<file path="src/rtl/fx3_slave_write.sv">
// Drains the prefetch FIFO head into the FX3 GPIF II synchronous slave FIFO.
// Full DMA buffers auto-commit; partial buffers are committed with PKTEND#.
module fx3_slave_write #(
    parameter int unsigned BURST_WORDS    = 4096,
    parameter int unsigned FLAG_LAT       = 3,
    parameter int unsigned TIMEOUT_CYCLES = 1024,
    parameter logic [1:0]  SOCKET_ADDR    = 2'b00
) (
    input  logic        clk,
    input  logic        rstn,
    input  logic        enable_i,
    input  logic [31:0] data_i,
    input  logic        data_valid_top_i,
    input  logic        data_valid_second_i,
    input  logic        data_valid_third_i,
    output logic        data_read_o,
    input  logic        fx3_flaga_i,
    output logic [31:0] fx3_dq_o,
    output logic        fx3_slwr_n_o,
    output logic        fx3_slcs_n_o,
    output logic        fx3_sloe_n_o,
    output logic        fx3_slrd_n_o,
    output logic        fx3_pktend_n_o,
    output logic [1:0]  fx3_addr_o,
    output logic [31:0] buffer_count_o,
    output logic [31:0] word_count_o
);

    localparam int unsigned FILL_W = $clog2(BURST_WORDS + 1);
    localparam int unsigned TMR_W  = $clog2(TIMEOUT_CYCLES + 1);
    localparam int unsigned GRD_W  = $clog2(FLAG_LAT + 1);

    localparam logic [FILL_W-1:0] FILL_LAST = FILL_W'(BURST_WORDS - 1);
    localparam logic [TMR_W-1:0]  TMR_LAST  = TMR_W'(TIMEOUT_CYCLES - 1);
    localparam logic [TMR_W-1:0]  TMR_MAX   = TMR_W'(TIMEOUT_CYCLES);
    localparam logic [GRD_W-1:0]  GRD_LAST  = GRD_W'(FLAG_LAT - 1);

    typedef enum logic [2:0] {
        S_IDLE,
        S_WAIT_FLAG,
        S_WRITE,
        S_PKTEND,
        S_GUARD
    } state_t;

    state_t            state_q;
    logic              flaga_s_q;
    logic [FILL_W-1:0] fill_q;
    logic [TMR_W-1:0]  timer_q;
    logic [GRD_W-1:0]  guard_q;
    logic [31:0]       dq_q;
    logic              slwr_n_q;
    logic              slcs_n_q;
    logic              pktend_n_q;
    logic [31:0]       buffer_count_q;
    logic [31:0]       word_count_q;

    logic pop;
    logic any_valid;

    assign pop       = (state_q == S_WRITE) && data_valid_top_i && enable_i;
    assign any_valid = data_valid_top_i || data_valid_second_i || data_valid_third_i;

    always_ff @(posedge clk or negedge rstn) begin
        if (!rstn) begin
            state_q        <= S_IDLE;
            flaga_s_q      <= 1'b0;
            fill_q         <= '0;
            timer_q        <= '0;
            guard_q        <= '0;
            dq_q           <= '0;
            slwr_n_q       <= 1'b1;
            slcs_n_q       <= 1'b1;
            pktend_n_q     <= 1'b1;
            buffer_count_q <= '0;
            word_count_q   <= '0;
        end else begin
            flaga_s_q  <= fx3_flaga_i;
            slwr_n_q   <= 1'b1;
            pktend_n_q <= 1'b1;
            case (state_q)
                S_IDLE: begin
                    slcs_n_q <= 1'b1;
                    if (enable_i) begin
                        state_q  <= S_WAIT_FLAG;
                        slcs_n_q <= 1'b0;
                    end
                end
                S_WAIT_FLAG: begin
                    if (!enable_i) begin
                        state_q  <= S_IDLE;
                        slcs_n_q <= 1'b1;
                    end else if (flaga_s_q) begin
                        state_q <= S_WRITE;
                        timer_q <= '0;
                    end
                end
                S_WRITE: begin
                    if (!enable_i) begin
                        if (fill_q != '0) begin
                            state_q        <= S_PKTEND;
                            pktend_n_q     <= 1'b0;
                            buffer_count_q <= buffer_count_q + 1'b1;
                            fill_q         <= '0;
                        end else begin
                            state_q  <= S_IDLE;
                            slcs_n_q <= 1'b1;
                        end
                    end else if (pop) begin
                        dq_q         <= data_i;
                        slwr_n_q     <= 1'b0;
                        word_count_q <= word_count_q + 1'b1;
                        timer_q      <= '0;
                        // Last word of a buffer: FX3 commits it on its own, no PKTEND#.
                        if (fill_q == FILL_LAST) begin
                            fill_q         <= '0;
                            buffer_count_q <= buffer_count_q + 1'b1;
                            state_q        <= S_GUARD;
                            guard_q        <= '0;
                        end else begin
                            fill_q <= fill_q + 1'b1;
                        end
                    end else if (any_valid) begin
                        timer_q <= '0;
                    end else if (timer_q == TMR_LAST && fill_q != '0) begin
                        state_q        <= S_PKTEND;
                        pktend_n_q     <= 1'b0;
                        buffer_count_q <= buffer_count_q + 1'b1;
                        fill_q         <= '0;
                    end else if (timer_q != TMR_MAX) begin
                        timer_q <= timer_q + 1'b1;
                    end
                end
                S_PKTEND: begin
                    state_q <= S_GUARD;
                    guard_q <= '0;
                end
                S_GUARD: begin
                    if (guard_q == GRD_LAST) begin
                        state_q  <= enable_i ? S_WAIT_FLAG : S_IDLE;
                        slcs_n_q <= !enable_i;
                    end else begin
                        guard_q <= guard_q + 1'b1;
                    end
                end
                default: begin
                    state_q  <= S_IDLE;
                    slcs_n_q <= 1'b1;
                end
            endcase
        end
    end

    assign data_read_o    = pop;
    assign fx3_dq_o       = dq_q;
    assign fx3_slwr_n_o   = slwr_n_q;
    assign fx3_slcs_n_o   = slcs_n_q;
    assign fx3_sloe_n_o   = 1'b1;
    assign fx3_slrd_n_o   = 1'b1;
    assign fx3_pktend_n_o = pktend_n_q;
    assign fx3_addr_o     = SOCKET_ADDR;
    assign buffer_count_o = buffer_count_q;
    assign word_count_o   = word_count_q;

endmodule

</file>
<file path="config.mk">
export PLATFORM = sky130hd
export DESIGN_NAME = fx3_slave_write
export DESIGN_NICKNAME = d
export VERILOG_FILES = /design/src/rtl/fx3_slave_write.sv
export SDC_FILE = /design/constraint.sdc
export NUM_CORES = 1
export LEC_CHECK = 0
export ABC_AREA = 1
export BUFFER_PORTS_ARGS = -buffer_cell sky130_fd_sc_hd__buf_2
export CAP_MARGIN = 40
export CORE_ASPECT_RATIO = 0.6
export CORE_MARGIN = 8
export CORE_UTILIZATION = 32
export CTS_CLUSTER_SIZE = 30
export DETAILED_ROUTE_END_ITERATION = 8
export PLACE_DENSITY = 0.48
export SYNTH_ARGS = -nofsm -noshare
export SYNTH_HDL_FRONTEND = slang
export SYNTH_SLANG_ARGS = --single-unit
</file>
<file path="constraint.sdc">
create_clock -name clk -period 2.39 [get_ports clk]
set_input_delay 0.1195 -clock clk [delete_from_list [all_inputs] [get_ports clk]]
set_output_delay 0.1195 -clock clk [all_outputs]
set_load 0.005 [all_outputs]
</file>
==> impl_metrics.toml <==
[final_layout]
register_area_um2 = 3230
area_growth_pct = 26.3
multi_input_area_um2 = 3890
final_cell_mix = "nand2_1, buf_2, dfrtp_1, nor2_1, inv_1"
final_common_cell = "nand2_1"
postLayoutCoreUtil_pct = 41.4
fin_nets = 1308
drive_gt1_share_pct = 17.3
fill_cells = 2404
diodes = 0
design_area_um2 = 9620

[cts]
clock-sinks = 129
cts_buffer_depth = 2
insertion_delay_ns = 0.43
htreeDepth = 4
postCtsSetupBuffers = 0
cts_tree = "done"
root_buffer = "clkbuf_16"
cts_inserted_buffers = 17
clk_pin_slew_worst_paths_ns = 0.06

[sta]
relSlewSlack_pct = 58.6
finalHoldViolations = 0
finClkSkew_ns = 0.0101
period_minus_slack_ns = 2.19
fmax_ghz = 0.457
setup_violations = 0
worst_slew_pin_slew_ns = 0.621
rsz0062_at_grt = "no"
holdWs_ns = 0.205
finalMaxSlewViolations = 0
setup_ws_ns = 0.200
fin_crit_sh_pct = 91.6
fin_tns_setup_ns = 0

[worst_setup_path]
critPathMaxFanout = 34
reg2reg_depth = 10
r2r_slack_ns = 0.22
cp_top_family = "buffers and inverters"
cp-start-kind = "flip-flop"
crit_arrival_ns = 2.07
critical_path_cell_count = 6
reg2reg_to = "buffer_count_o[3]"
critPathCaptureType = "primary output"
timing.rr.start = "timer_q[0]"
max_stage_delay_ns = 0.46
crit_chain = "nand2_2, nor2_8, nand3_4, inv_2, buf_8, buf_2"
cp-endpoint = "data_read_o"
cp_data_required_time_ns = 2.27
cp-startpoint = "state_q[1]"
slowest_stage = "dfrtp_1"
path_buf_inv = 3
critical_path_class = "reg2out"

[floorplanning]
start_util_pct = 32.8
fp.dieW_um = 215
io_pins = 143
core_um2 = 23200
rows = 43
die_area_um2 = 29200
die_h_um = 136

[synthesis]
synth.top_cell.area_share_pct = 41.4
yosys_warnings = 0
ys_seq_area_share_pct = 42.4
synth_ff_type = "dfrtp_1"
synth_area_um2 = 7620
synth_area_leader_cell = "dfrtp_1"
synthesis.instances = 1085
synth.area.top_cells = "dfrtp_1, nand2_1, nor2_1"
ys_ff_latch = 129
async_reset_ff_share_pct = 100
yosysUniqueCellTypes = 35
synth_edf_count = 0
synth_area_per_cell_um2 = 7.02

[placed_design]
gp_congestion = 0.867
port_buffers = 138
pre_cts_ws_ns = 0.204
place_area_um2 = 8660
dp_hpwl_um = 18000

[outcome]
status = "complete, no violations"

[power]
switchingPower_mw = 2.34
power_frac_comb_pct = 22.0
ir_drop_mv = 0.515
p_leak_nw = 4.90
p_seq_share_pct = 40.8
power.share.clock_pct = 37.2
intPower_mw = 4.80
powerDensity_nw_per_um2 = 741
sw_frac_of_total_pct = 32.8

[grt]
grt.total_usage_pct = 17.0
grt-ovfl-total = 0
antenna_found_initial = 0
grt_pass1_wl_um = 39700
grt_max_degree = 55
grt_pass1_vias = 6993

[min_path]
hold_path_class = "in2async"

[routing]
via_count = 7399
viasPerCell = 4.65
drtPass1Iterations = 5
detail-route-antenna-nets = 0
drc = 0
wl_um = 24500
routedWlPerCell_um = 15.4
drt_iter0_drc = 611

[run]
cap_violations = 0
stage by stage:
stage | power (mW) | cells
floorplan | 3.76 | 1087
finish | 7.13 | 1590
detailed placement | 4.48 | 1523
CTS | 7.23 | 1590
global route | 7.59 | 1590
global placement | 4.48 | 1523
metal layers:
layer,vias up,global-route usage (%),routed length [µm]
met2,199,22.3,9430
met3,13,4.08,1480
met5,-,0,0
met4,0,3.69,185
li1,3789,-,-
met1,3398,26.9,13400
state kept, by name (all words and copies together), names as in the netlist, 2 cells and up:
signal and flops:
guard_q 2, buffer_count_o 32, fill_q 13, state_q 3, timer_q 11, word_count_o 32, fx3_dq_o 32
power groups by stage:
stage          combinational [mW]  clock, mW  sequential, mW
2_1_floorplan               0.845          0            2.92
3_3_place_gp                 1.54          0            2.94
3_5_place_dp                 1.55          0            2.93
4_1_cts                      1.59       2.73            2.91
5_1_grt                      1.80       2.83            2.96
6_report                     1.57       2.65            2.91
cell usage after synthesis (3+ instances only):
library cell and instances:
nor2_4 3, nand2_1 477, nor2_2 5, dfstp_2 3, o21ai_0 20, ha_1 7
nand4_1 52, nand3b_1 21, buf_4 6, clkbuf_1 3, nand2_2 4, xor2_1 21
inv_2 5, nand3_1 58, xnor2_1 11, buf_6 5, nor3_1 14, nand3_2 3
o21ai_1 7, dfrtp_1 126, nor2_1 121, inv_1 74, buf_2 21
worst min-delay path by stage:
| stage | endpoint | start | cells past startpoint | slack [ns] |
|---|---|---|---|---|
| finish | fx3_dq_o[19] | rstn | 2 | 0.20 |
| global route | state_q[2] | data_valid_top_i | 5 | 0.24 |
| CTS | state_q[2] | data_valid_top_i | 5 | 0.20 |
| detailed placement | fx3_dq_o[19] | rstn | 1 | 0.12 |
| global placement | fx3_dq_o[19] | rstn | 1 | 0.12 |
| floorplan | buffer_count_o[0] | rstn | 0 | -0.18 |
cell type report:
cell class / instances / share of cell area, %
well taps: 315 / 4.10
clock inverters: 13 / 1.57
flip-flops and latches: 129 / 33.6
multi-input cells: 843 / 40.4
inverters: 80 / 3.12
clock buffers: 19 / 4.60
repair buffers: 191 / 12.6
logic make-up after synthesis:
| kind of cell | share of synthesized area (%) |
|---|---|
| AND/OR/NAND/NOR | 43.6 |
| flip-flops | 42.4 |
| buffers and inverters | 6.80 |
| AO/OA/AOI/OAI | 2.28 |
| XOR/XNOR | 3.68 |
| adder cells (fa/ha/maj) | 1.15 |
| other | 0.0986 |
timing repair:
| action | 4_1_cts | 5_1_grt |
|---|---|---|
| gates resized for setup | 0 | 3 |
| hold buffers | 35 | 0 |
| setup endpoints to repair | 0 | 19 |
| hold endpoints to repair | 83 | 0 |
Note: power is estimated with default switching activity, not from simulation.
